--- src/rtl/csa64_result_queue.sv ---
// Result queue behind a registered 64-bit carry-select adder: captures {crout,sum}
// when the delayed op_valid marks the result cycle, and buffers results for a consumer.
module csa64_result_queue #(
   parameter int DEPTH   = 4,
   parameter int ADD_LAT = 1
) (
   input  logic                         clock,
   input  logic                         reset,
   input  logic                         op_valid,
   input  logic [63:0]                  sum,
   input  logic                         crout,
   input  logic                         out_ready,
   input  logic                         ovf_clr,
   output logic [64:0]                  out_data,
   output logic                         out_valid,
   output logic                         full,
   output logic                         empty,
   output logic [$clog2(DEPTH+1)-1:0]   count,
   output logic                         overflow
);

   localparam int AW = $clog2(DEPTH);
   localparam int CW = $clog2(DEPTH+1);

   logic [ADD_LAT-1:0] capLine;
   logic               cap;
   logic               push;
   logic               pop;
   logic               drop;
   logic [AW-1:0]      wrPtr;
   logic [AW-1:0]      rdPtr;
   logic [64:0]        mem [DEPTH];

   // Delay line tracks which cycle the adder's registered result belongs to an operand set
   always_ff @(posedge clock or posedge reset) begin
      if (reset) begin
         capLine <= '0;
      end else begin
         capLine[0] <= op_valid;
         for (int i = 1; i < ADD_LAT; i++) begin
            capLine[i] <= capLine[i-1];
         end
      end
   end

   assign cap = capLine[ADD_LAT-1];

   // A pop frees a slot on the same edge, so a full queue can still accept a result
   always_comb begin
      pop  = out_valid & out_ready;
      push = cap & (~full | pop);
      drop = cap & full & ~pop;
   end

   always_ff @(posedge clock or posedge reset) begin
      if (reset) begin
         for (int i = 0; i < DEPTH; i++) begin
            mem[i] <= '0;
         end
      end else if (push) begin
         mem[wrPtr] <= {crout, sum};
      end
   end

   // DEPTH is a power of two, so natural pointer rollover gives the wrap
   always_ff @(posedge clock or posedge reset) begin
      if (reset) begin
         wrPtr <= '0;
         rdPtr <= '0;
      end else begin
         if (push) wrPtr <= wrPtr + AW'(1);
         if (pop)  rdPtr <= rdPtr + AW'(1);
      end
   end

   always_ff @(posedge clock or posedge reset) begin
      if (reset) begin
         count <= '0;
      end else if (push && !pop) begin
         count <= count + CW'(1);
      end else if (pop && !push) begin
         count <= count - CW'(1);
      end
   end

   // A drop on the clearing edge wins so no loss goes unreported
   always_ff @(posedge clock or posedge reset) begin
      if (reset) begin
         overflow <= 1'b0;
      end else if (drop) begin
         overflow <= 1'b1;
      end else if (ovf_clr) begin
         overflow <= 1'b0;
      end
   end

   always_comb begin
      empty     = (count == '0);
      full      = (count == CW'(DEPTH));
      out_valid = ~empty;
      out_data  = mem[rdPtr];
   end

endmodule

--- config.mk ---
export PLATFORM = sky130hd
export DESIGN_NAME = csa64_result_queue
export DESIGN_NICKNAME = d
export VERILOG_FILES = /design/src/rtl/csa64_result_queue.sv
export SDC_FILE = /design/constraint.sdc
export NUM_CORES = 1
export LEC_CHECK = 0
export BUFFER_PORTS_ARGS = -buffer_cell sky130_fd_sc_hd__buf_2
export CORE_ASPECT_RATIO = 0.6
export CORE_MARGIN = 10
export CORE_UTILIZATION = 25
export CTS_CLUSTER_SIZE = 28
export DETAILED_ROUTE_END_ITERATION = 16
export GPL_TIMING_DRIVEN = 0
export PLACE_DENSITY = 0.49
export SYNTH_ARGS = -nofsm -noshare
export SYNTH_HDL_FRONTEND = slang
export SYNTH_SLANG_ARGS = --single-unit
--- constraint.sdc ---
create_clock -name clock -period 26.3 [get_ports clock]
set_input_delay 2.63 -clock clock [delete_from_list [all_inputs] [get_ports clock]]
set_output_delay 2.63 -clock clock [all_outputs]
set_load 0.01 [all_outputs]
# Word-level counts from Yosys, hierarchy flattened
# Cells that the tools add are included.
[totals]
ff_bits = 269
input_bits = 70
out_inout_bits = 72
word_cells = 45
[classes]
add_sub_neg = 4
order_cmp = 3
eq_ne = 1
mux = 10
bitwise_logic = 10
n_reduce_logical = 8
[ops]
columns = ["operator", "count"]
rows = [
  ["$bwmux 260", 1],
  ["$mux 65", 3],
  ["$bmux 65 s2", 1],
  ["$demux 65 s2", 1],
  ["$ge 3x3->1 const B", 2],
  ["$mux 3", 2],
  ["$not 2->3", 2],
  ["$add 2x1->2 const B", 2],
  ["$and 1x1->1", 4],
  ["$reduce_bool 2->1", 2],
  ["$add 3x1->3 const B", 1],
  ["$eq 3x3->1 const B", 1],
  ["$logic_and 1x1->1", 3],
  ["$logic_not 3->1", 1],
  ["$lt 3x1->1 const B", 1],
  ["$not 1->1", 3],
  ["$sub 3x1->3 const B", 1],
  ["$logic_not 1->1", 2],
  ["$mux 1", 2],
  ["$or 1x1->1", 1],
]

# Longest topological paths before layout
# Gate-level depths: netlist of the first run.
[logic_depth]
word_depth = 9
ltp_mapped = 8
depth_no_buf = 8

# Least setup slack after synthesis of the first run
# Ideal clock, no wire load.
[synth_timing]
path_kind = "in2reg"
start = "in out_ready"
end = "reg count[1]"
setup_time_ps = 125
arrival_ps = 4031
t_required_ps = 26175
slack_ps = 22144
path_stages = 6
n_path_buf = 0
cell_sequence = "nor4b_4 nor2b_1 ha_1 inv_1 fa_1 mux2_2"
[synth_between]
elab_chain_len = 6
elab_cells_between_ends = 9
cone_classes = "1 x mux; 3 x bitwise; 5 x reduce/logical"
[synth_lines]
columns = ["item", "line", "source"]
rows = [
  ["start, declared", "12", "input logic out_ready,"],
  ["$and 1x1->1 *", "50", "pop = out_valid & out_ready;"],
  ["$or 1x1->1 *", "51", "push = cap & (~full | pop);"],
  ["$and 1x1->1 *", "51", ""],
  ["named net push", "27", "logic push;"],
  ["$logic_not 1->1", "81", "end else if (pop && !push) begin"],
  ["$logic_and 1x1->1", "81", ""],
  ["$reduce_bool 2->1 (no source line)", "--", ""],
  ["end signal, assigned", "80", "count <= count + CW'(1);"],
  ["end signal, assigned", "82", "count <= count - CW'(1);"],
  ["end, declared", "18", "output logic [$clog2(DEPTH+1)-1:0] count,"],
]
# The timed path passes the listed nets; every way through them passes the cells marked *.
# A chain may end at the register's enable or synchronous reset.

# Worst setup path after layout of the first run
[layout_timing]
start = "reg rdPtr[1]"
end = "out out_data[32]"
[layout_between]
elab_chain_len = 4
[layout_lines]
columns = ["item", "line", "source"]
rows = [
  ["start, declared", "31", "logic [AW-1:0] rdPtr;"],
  ["start signal, assigned", "72", "if (pop) rdPtr <= rdPtr + AW'(1);"],
  ["$not 2->3 (implied by the code)", "101", "out_data = mem[rdPtr];"],
  ["$bmux 65 s2", "101", ""],
  ["$mux 65 (implied by the code) (2 in a row)", "101", ""],
  ["end, declared", "14", "output logic [64:0] out_data,"],
]
# No other way between the ends. The select of a mux whose other input is x is not followed.

==> results of run 1 <==
metrics by stage:
step | power [uW] | util [%] | instances | setup WS (ns) | hold slack [ns]
after floorplan | 1300 | - | 674 | 16.26 | 0.475
after global placement | 1590 | 28.6 | 1445 | 12.62 | 0.473
after detailed placement | 1600 | 28.7 | 1447 | 21.36 | 0.488
after CTS | 2040 | 30.8 | 1497 | 20.75 | 0.498
after global routing | 2140 | 30.8 | 1497 | 20.70 | 0.511
final | 2000 | 30.8 | 1499 | 20.90 | 0.495
registers in the layout (all words and copies together) (netlist names):
register  count
cap           1
count         3
rdPtr         2
overflow      1
wrPtr         2
mem         260
kinds of logic (layout without fill, tap and decap cells):
kind of cell | Yosys count | in the layout
AO/OA/AOI/OAI | 1 | 1
flip-flops | 269 | 269
XOR/XNOR | 6 | 6
adder cells (fa/ha/maj) | 6 | 6
buffers and inverters | 50 | 243
AND/OR/NAND/NOR | 15 | 15
multiplexers | 327 | 327
other | 0 | 2
power by group through the flow:
stage	clock network (uW)	logic, uW	registers (uW)
floorplan	0	599	705
global placement	0	850	738
detailed placement	0	866	739
CTS	444	868	733
global route	461	915	763
finish	426	838	732
worst max path at each step:
stage / from / endpoint / depth (start not counted)
after detailed placement: rdPtr[0] / out_data[5] / 6
final: rdPtr[1] / out_data[32] / 4
after global routing: rdPtr[0] / out_data[11] / 6
after CTS: rdPtr[0] / out_data[5] / 6
after global placement: reset / mem[232] / 2
after floorplan: reset / cap / 1
layer usage:
metal	global-route usage (%)	vias to the layer above
li1	-	2865
met1	15.5	3406
met2	15.5	110
met3	3.08	37
met4	1.53	6
met5	0	-
cells in the final DEF, fill, tap and decap left out, types with 2 or more instances in the layout:
cell         n
clkbuf_8     6
mux4_2      65
buf_1        4
clkbuf_1     6
clkinv_2     4
dfrtp_1    269
buf_2      154
inv_1        6
buf_16       2
diode_2      2
ha_1         5
buf_6       24
xor2_1       2
nor2_1       5
mux2_2     262
xnor2_1      4
clkbuf_16   29
nand2_1      5
bufinv_16    4
layout make-up:
type	count	area [um^2]
clock inverter	10	156
sequential	269	6730
inverter	7	33.8
buffer	43	362
multi-input combinational	355	4650
clock buffer	40	827
antenna	2	5.00
timing repair buffer	143	761
tap	630	788
fill	4670	32100
==> impl_table.tex, run 1 <==
\begin{tabular}{lr}
\hline
Metric & Value \\
\hline
\multicolumn{2}{l}{\textbf{Die}} \\
\quad Top-level I/O count & 142 \\
\quad DIE AREA & 56400 um\^{}2 \\
\quad Core Box Area & 46400 um\^{}2 \\
\quad Count of standard-cell rows & 61 \\
\quad Effective utilization at floorplan & 25.4\% \\
\quad Horizontal extent of the die & about 300 um \\
\quad Die H & 188 um \\
\multicolumn{2}{l}{\textbf{Clock network}} \\
\quad Total number of H-tree levels & 1 \\
\quad Root buf cell & clkbuf\_16 \\
\quad Total CTS buffers & 29 \\
\quad \# hold bufs at CTS & 0 \\
\quad Clock edge transition at the registers on the reported setup and hold paths & 0.06 ns \\
\quad Clock network latency to the later pin of the worst-skew pair & 0.55 ns \\
\quad Clock tree buffer depth & 3 \\
\quad Clock tree from TritonCTS & yes \\
\quad Total setup buffers inserted after CTS & 0 \\
\quad Resized Gates After CTS & 0 \\
\quad Total number of clock tree sinks & 269 \\
\multicolumn{2}{l}{\textbf{Synth}} \\
\quad Largest area contributor in the netlist & dfrtp\_1 \\
\quad Adder and majority cell fraction of the synthesized area & 0.702\% \\
\quad Synthesized-area fraction occupied by ao, oa, aoi and oai cells & less than 1\% \\
\quad Post-Synth XOR/XNOR Area & 0.447\% \\
\quad Synthesized instance count & 674 \\
\quad Area share of the largest cell type after synthesis & 57.2\% \\
\quad Avg Inst Size Synth & 17.5 um\^{}2 \\
\quad Number of enable-type register cells in the synthesized netlist & 0 \\
\quad Share of synthesized area spent on multiplexers & between 30\% and 40\% \\
\quad Main combinational cell family by area after synthesis & multiplexers \\
\quad Number of storage elements in the synthesis netlist & 269 \\
\quad Register area share after synthesis & around 57\% \\
\quad Yosys warning total & 0 \\
\quad Synth cell count leaders & dfrtp\_1 (269), mux2\_2 (262), mux4\_2 (65) \\
\quad Library cells used by synthesis & 21 \\
\quad Most used flip-flop cell after synthesis & dfrtp\_1 \\
\quad Simple-gate area share of the yosys netlist & 0.734\% \\
\quad Mapped Area & 11800 um\^{}2 \\
\quad Top area cells in the synthesized netlist & dfrtp\_1 (57\%), mux2\_2 (25\%), mux4\_2 (12\%), buf\_6 (2.3\%), buf\_2 (0.55\%) \\
\quad Share of async-settable or async-resettable flops after synthesis & 100\% \\
\quad Top-count cell post-synth & dfrtp\_1 \\
\quad Number of nets in the synthesized netlist & 750 \\
\multicolumn{2}{l}{\textbf{Global routing}} \\
\quad Total routing resource utilization after global routing & 10.6\% \\
\quad Initial antenna violation count & 6 \\
\quad Maximum number of pins on one net before global-route repair & between 100 and 150 \\
\quad First-pass GRT wire length & roughly 47000 um \\
\quad Vias in the first global route & 7178 \\
\quad Final global-route overflow total & 0 \\
\multicolumn{2}{l}{\textbf{Layout}} \\
\quad Ratio of cells with drive above 1 in the final layout & 64.0\% \\
\quad Net count reported at finish & slightly above 900 \\
\quad Final Cell Area & 14300 um\^{}2 \\
\quad Signed area change from the synthesized netlist to the final layout & 21.6\% \\
\multicolumn{2}{l}{\textbf{Setup path}} \\
\quad Logic depth of the worst register-to-register path & 8 \\
\quad Reg2reg start & count[1] \\
\quad Max stage delay cell, worst path & clkbuf\_1 \\
\quad Dominant delay contributor by cell family on the critical path & buffers and inverters \\
\quad Crit Path Category & register to primary output \\
\quad Largest stage delay on the critical path & 0.82 ns \\
\quad Worst-path cell chain & buf\_2 -> clkbuf\_1 -> mux4\_2 -> buf\_2 \\
\quad Worst-path maximum fanout & 10 \\
\quad Reg2reg end & count[2] \\
\quad Worst endpoint required time & 23.67 ns \\
\quad Reg-to-reg slack, setup & $\sim$24 ns \\
\quad Cell repeated most along the worst path & buf\_2 \\
\quad Data arrival time of the critical path & 2.77 ns \\
\quad Critical path endpoint category & primary output \\
\quad Buffers and inverters on the worst path & 3 \\
\quad Category of the worst setup path launch point & register \\
\multicolumn{2}{l}{\textbf{Placement}} \\
\quad Post-placement cell area & 13300 um\^{}2 \\
\quad Weighted congestion at the end of routability-driven global placement & 0.685 \\
\quad Placed wire-length estimate & slightly above 20000 um \\
\quad Number of input and output port buffers inserted & 141 \\
\multicolumn{2}{l}{\textbf{STA}} \\
\quad Transition time at the pin with the least slew margin & 1.04 ns \\
\quad RSZ-0062 raised after global routing & false \\
\quad Post-route clock skew & 0.0165 ns \\
\quad Worst-case headroom to the max-slew limit & a little under a third \\
\quad Share of the clock period used by the worst path after layout & 20.5\% \\
\quad Maximum operating frequency & 185 MHz \\
\quad Setup violators final & 0 \\
\quad Final hold violation count & 0 \\
\quad Setup TNS Final & 0 ns \\
\quad Period minus WS final & 5.40 ns \\
\quad Pins over their slew limit & 0 \\
\multicolumn{2}{l}{\textbf{Route}} \\
\quad Highest metal layer used by the detailed router & met5 \\
\quad Routed wire length per instance & between 15 and 20 um \\
\quad Routed vias & between 6000 and 7000 \\
\quad Wire length on met1 & around 15000 um \\
\quad Vias per inst & 4.29 \\
\quad Met3 WL & between 1500 and 2000 um \\
\quad DRC violations left & 0 \\
\quad Total wirelength of the detailed-routed design & 29700 um \\
\quad Iteration-0 DRC Markers & 242 \\
\quad Met2 wire len & 12700 um \\
\quad Antenna viol nets, final & 0 \\
\quad First-pass DRT Iterations & 6 \\
\multicolumn{2}{l}{\textbf{Pwr}} \\
\quad Clk network pwr share & a little over a fifth \\
\quad Total power divided by cell area & approximately 140 nW/um\^{}2 \\
\quad Sw power & $\sim$640 uW \\
\quad Relative contribution of combinational cells to total power & 42.0\% \\
\quad Leakage power & 0.00593 uW \\
\quad Largest voltage drop on the vdd net & 54.0 uV \\
\quad Switching share of power & 32.0\% \\
\quad Sequential Power Share & a little under two fifths \\
\quad Cell-internal power & approximately 1400 uW \\
\multicolumn{2}{l}{\textbf{Outcome}} \\
\quad Status & finished clean \\
\multicolumn{2}{l}{\textbf{Worst hold path}} \\
\quad Class of the tightest hold or removal check & register to register \\
\quad Number of cells traversed by the worst hold path & 1 \\
\quad Hold Crit Endpoint & overflow \\
\quad Startpoint of the most critical hold path & overflow \\
\multicolumn{2}{l}{\textbf{Run}} \\
\quad Max cap viols & 0 \\
\hline
\end{tabular}
Note: power is estimated with default switching activity, not from simulation.
==> inputs of run 2 (changes only) <==
--- a/config.mk
+++ b/config.mk
@@ -12,7 +12,7 @@
 export CTS_CLUSTER_SIZE = 28
 export DETAILED_ROUTE_END_ITERATION = 16
 export GPL_TIMING_DRIVEN = 0
-export PLACE_DENSITY = 0.49
+export PLACE_DENSITY = 0.5
 export SYNTH_ARGS = -nofsm -noshare
 export SYNTH_HDL_FRONTEND = slang
 export SYNTH_SLANG_ARGS = --single-unit
==> constraint.sdc (replaced) <==
create_clock -name clock -period 4.95 [get_ports clock]
set_input_delay 0.495 -clock clock [delete_from_list [all_inputs] [get_ports clock]]
set_output_delay 0.495 -clock clock [all_outputs]
set_load 0.01 [all_outputs]
==> run 2 against run 1 <==
Effect of this change:
- sequential share of layout area is 0.20 points lower
- sequential power grew to 5.3 times the previous value
- register-to-register slack worse by 21 ns
- clock power grew to 5.3 times the previous value
- critical path depth is 2 higher
- wire length is 1.1% higher
- die area stayed put
==> impl_table.tex, run 2 (synthesis results as in run 1) <==
\begin{tabular}{lr}
\hline
Metric & Value \\
\hline
\multicolumn{2}{l}{\textbf{Outcome}} \\
\quad Status & finished clean \\
\multicolumn{2}{l}{\textbf{Placement}} \\
\quad Post-Place Worst Slack & 2.13 ns (-19.23 ns) \\
\quad Post-placement cell area & 13400 um\^{}2 (+0.61\%) \\
\quad Placed wire-length estimate & 20700 um (+1.0\%) \\
\quad Weighted congestion at the end of routability-driven global placement & 0.698 (+1.9\%) \\
\quad Number of input and output port buffers inserted & 141 (unchanged) \\
\quad Post-placement cell count & 1452 (+0.35\%) \\
\multicolumn{2}{l}{\textbf{Setup path}} \\
\quad Reg2reg start & count[1] \\
\quad Worst-path cell chain & buf\_2 -> buf\_4 -> buf\_2 -> buf\_2 -> mux4\_2 -> buf\_2 \\
\quad Category of the worst setup path launch point & register \\
\quad Data arrival time of the critical path & 2.80 ns (+0.03 ns) \\
\quad Dominant delay contributor by cell family on the critical path & buffers and inverters \\
\quad Worst-path maximum fanout & 10 (unchanged) \\
\quad Worst endpoint required time & 4.45 ns (-19.22 ns) \\
\quad Largest stage delay on the critical path & 0.47 ns (-0.35 ns) \\
\quad Max stage delay cell, worst path & buf\_2 \\
\quad Cell repeated most along the worst path & buf\_2 \\
\quad Buffers and inverters on the worst path & 5 (+2) \\
\quad Reg2reg end & count[2] \\
\quad Critical path endpoint category & primary output \\
\quad Logic depth of the worst register-to-register path & 8 (unchanged) \\
\quad Crit Path Category & register to primary output \\
\quad Reg-to-reg slack, setup & 2.78 ns (-21.36 ns) \\
\multicolumn{2}{l}{\textbf{Die}} \\
\quad Horizontal extent of the die & 300 um (unchanged) \\
\quad Top-level I/O count & 142 (unchanged) \\
\quad DIE AREA & 56400 um\^{}2 (unchanged) \\
\quad Effective utilization at floorplan & 25.4\% (unchanged) \\
\quad Count of standard-cell rows & 61 (unchanged) \\
\quad Die H & 188 um (unchanged) \\
\quad Core Box Area & 46400 um\^{}2 (unchanged) \\
\multicolumn{2}{l}{\textbf{Route}} \\
\quad Met3 WL & 1580 um (+1.8\%) \\
\quad Vias per inst & 4.32 (+0.80\%) \\
\quad First-pass DRT Iterations & 4 (-2) \\
\quad Total wirelength of the detailed-routed design & 30100 um (+1.1\%) \\
\quad Iteration-0 DRC Markers & 259 (+7.0\%) \\
\quad Highest metal layer used by the detailed router & met5 \\
\quad Met2 wire len & 12800 um (+1.0\%) \\
\quad Routed vias & 6501 (+1.2\%) \\
\quad DRC violations left & 0 (unchanged) \\
\quad Routed wire length per instance & 20.0 um (+0.74\%) \\
\quad Antenna viol nets, final & 0 (unchanged) \\
\quad Wire length on met1 & 15000 um (-0.39\%) \\
\multicolumn{2}{l}{\textbf{Global routing}} \\
\quad First-pass GRT wire length & 46800 um (+0.44\%) \\
\quad Initial antenna violation count & 8 (+2) \\
\quad Vias in the first global route & 7221 (+0.60\%) \\
\quad Maximum number of pins on one net before global-route repair & 40 (-67\%) \\
\quad Total routing resource utilization after global routing & 10.7\% (+0.072 points) \\
\quad Final global-route overflow total & 0 (unchanged) \\
\multicolumn{2}{l}{\textbf{STA}} \\
\quad Post-route clock skew & 0.0171 ns (+0.000650 ns) \\
\quad Transition time at the pin with the least slew margin & 1.02 ns (-0.0213 ns) \\
\quad Maximum operating frequency & 304 MHz \\
\quad Worst-case headroom to the max-slew limit & 31.9\% (+1.4 points) \\
\quad Post-route setup slack & 1.66 ns (-19.24 ns) \\
\quad Setup violators final & 0 (unchanged) \\
\quad RSZ-0062 raised after global routing & false \\
\quad Period minus WS final & approximately 3.3 ns \\
\quad Pins over their slew limit & 0 (unchanged) \\
\quad Final hold violation count & 0 (unchanged) \\
\quad Share of the clock period used by the worst path after layout & 66.5\% \\
\multicolumn{2}{l}{\textbf{Layout}} \\
\quad Top reg by flops & mem \\
\quad Net count reported at finish & 930 (+0.65\%) \\
\quad Most common library cell in the layout ignoring fill and taps & dfrtp\_1 \\
\quad Top Registers & mem: 260 flops, count: 3 flops \\
\quad Layout fillers & 4699 (+0.62\%) \\
\quad Final Cell Area & 14400 um\^{}2 (+0.44\%) \\
\quad Post-layout instance count excluding filler cells & 1505 (+0.40\%) \\
\quad Commonest cells after routing, fill and taps aside & dfrtp\_1 (269), mux2\_2 (262), buf\_2 (154), mux4\_2 (65), clkbuf\_16 (29) \\
\quad Flip-flop count of the largest register after layout & 260 (unchanged) \\
\quad Ratio of cells with drive above 1 in the final layout & 64.2\% (+0.17 points) \\
\quad Signed area change from the synthesized netlist to the final layout & 22.2\% \\
\quad Final core utilization & 31.0\% (+0.13 points) \\
\multicolumn{2}{l}{\textbf{Clock network}} \\
\quad Clock network latency to the later pin of the worst-skew pair & 0.57 ns (+0.02 ns) \\
\quad Total CTS buffers & 29 (unchanged) \\
\quad Root buf cell & clkbuf\_16 \\
\quad Total number of clock tree sinks & 269 (unchanged) \\
\quad Clock tree buffer depth & 3 (unchanged) \\
\quad Total setup buffers inserted after CTS & 0 (unchanged) \\
\quad Clock edge transition at the registers on the reported setup and hold paths & 0.06 ns (about the same) \\
\quad Clock tree from TritonCTS & yes \\
\quad Total number of H-tree levels & 1 (unchanged) \\
\multicolumn{2}{l}{\textbf{Pwr}} \\
\quad Total power divided by cell area & 736 nW/um\^{}2 (+430\%) \\
\quad Total power after layout & 10600 uW (+430\%) \\
\quad Largest voltage drop on the vdd net & 360 uV (+570\%) \\
\quad Leakage power & 0.00594 uW (+0.25\%) \\
\multicolumn{2}{l}{\textbf{Run}} \\
\quad Max cap viols & 0 (unchanged) \\
\multicolumn{2}{l}{\textbf{Worst hold path}} \\
\quad Class of the tightest hold or removal check & primary input to async pin \\
\hline
\end{tabular}
-- run 2: changes by cell type in the layout (fill, tap and decap cells not counted), sizes merged --
cell         before  now
clkbuf           41   39
dlygate4sd3       0    1
bufinv            4    3
inv               7    6
buf             185  190
diode             2    1
clkinvlp          1    5
clkinv            5    6
-- run 2: worst reg2reg max path, cell delays in order, from the launching register on --
cell and delay, ns:
dfrtp_1 0.47, or3_1 0.45, nand2_1 0.14, ha_1 0.20, inv_1 0.06, fa_1 0.37, xor2_1 0.15, nor2_1 0.11
xor2_1 0.15
-- run 2: cell type report --
cell class	count	area, um^2	area share [%]
diodes	1	2.50	0.0174
flip-flops and latches	269	6730	46.8
multi-input cells	355	4650	32.3
repair buffers	149	856	5.95
clock buffers	38	800	5.56
inverters	7	30.0	0.209
clock inverters	13	158	1.10
well taps	630	788	5.48
plain buffers	43	362	2.52
-- run 2: repair_timing --
item / CTS / global route
hold endpoints to repair: 1 / 0
hold buffers: 1 / 0
setup endpoints to repair: 0 / 0
gates resized for setup: 0 / 0
-- run 2: worst max-delay path by stage --
stage             start            to  slack, ns  cells after the start
5_1_grt        rdPtr[0]  out_data[11]       1.45                      6
6_report       rdPtr[0]  out_data[11]       1.66                      6
2_1_floorplan     reset           cap       0.90                      1
4_1_cts        rdPtr[0]  out_data[11]       1.51                      6
3_3_place_gp      reset      mem[231]      -1.06                      2
3_5_place_dp   rdPtr[1]  out_data[34]       2.13                      4
-- run 2: metal layers --
metal	GRT usage, %	vias up
met4	2.32	6
met1	15.4	3462
met3	3.16	52
met5	0	-
li1	-	2876
met2	15.4	105
-- run 2: through the flow --
step	setup TNS, ns	hold slack [ns]
6_report	0	0.0343
5_1_grt	0	0.0531
4_1_cts	0	0.0111
3_5_place_dp	0	0.483
3_3_place_gp	-271.06	0.470
2_1_floorplan	0	0.475
-- run 2: power breakdown --
group	switching, uW	leakage, uW	internal [uW]
clock network	950	0.000459	1290
registers	556	0.00314	3340
logic	1940	0.00234	2510
total	3440	0.00594	7140
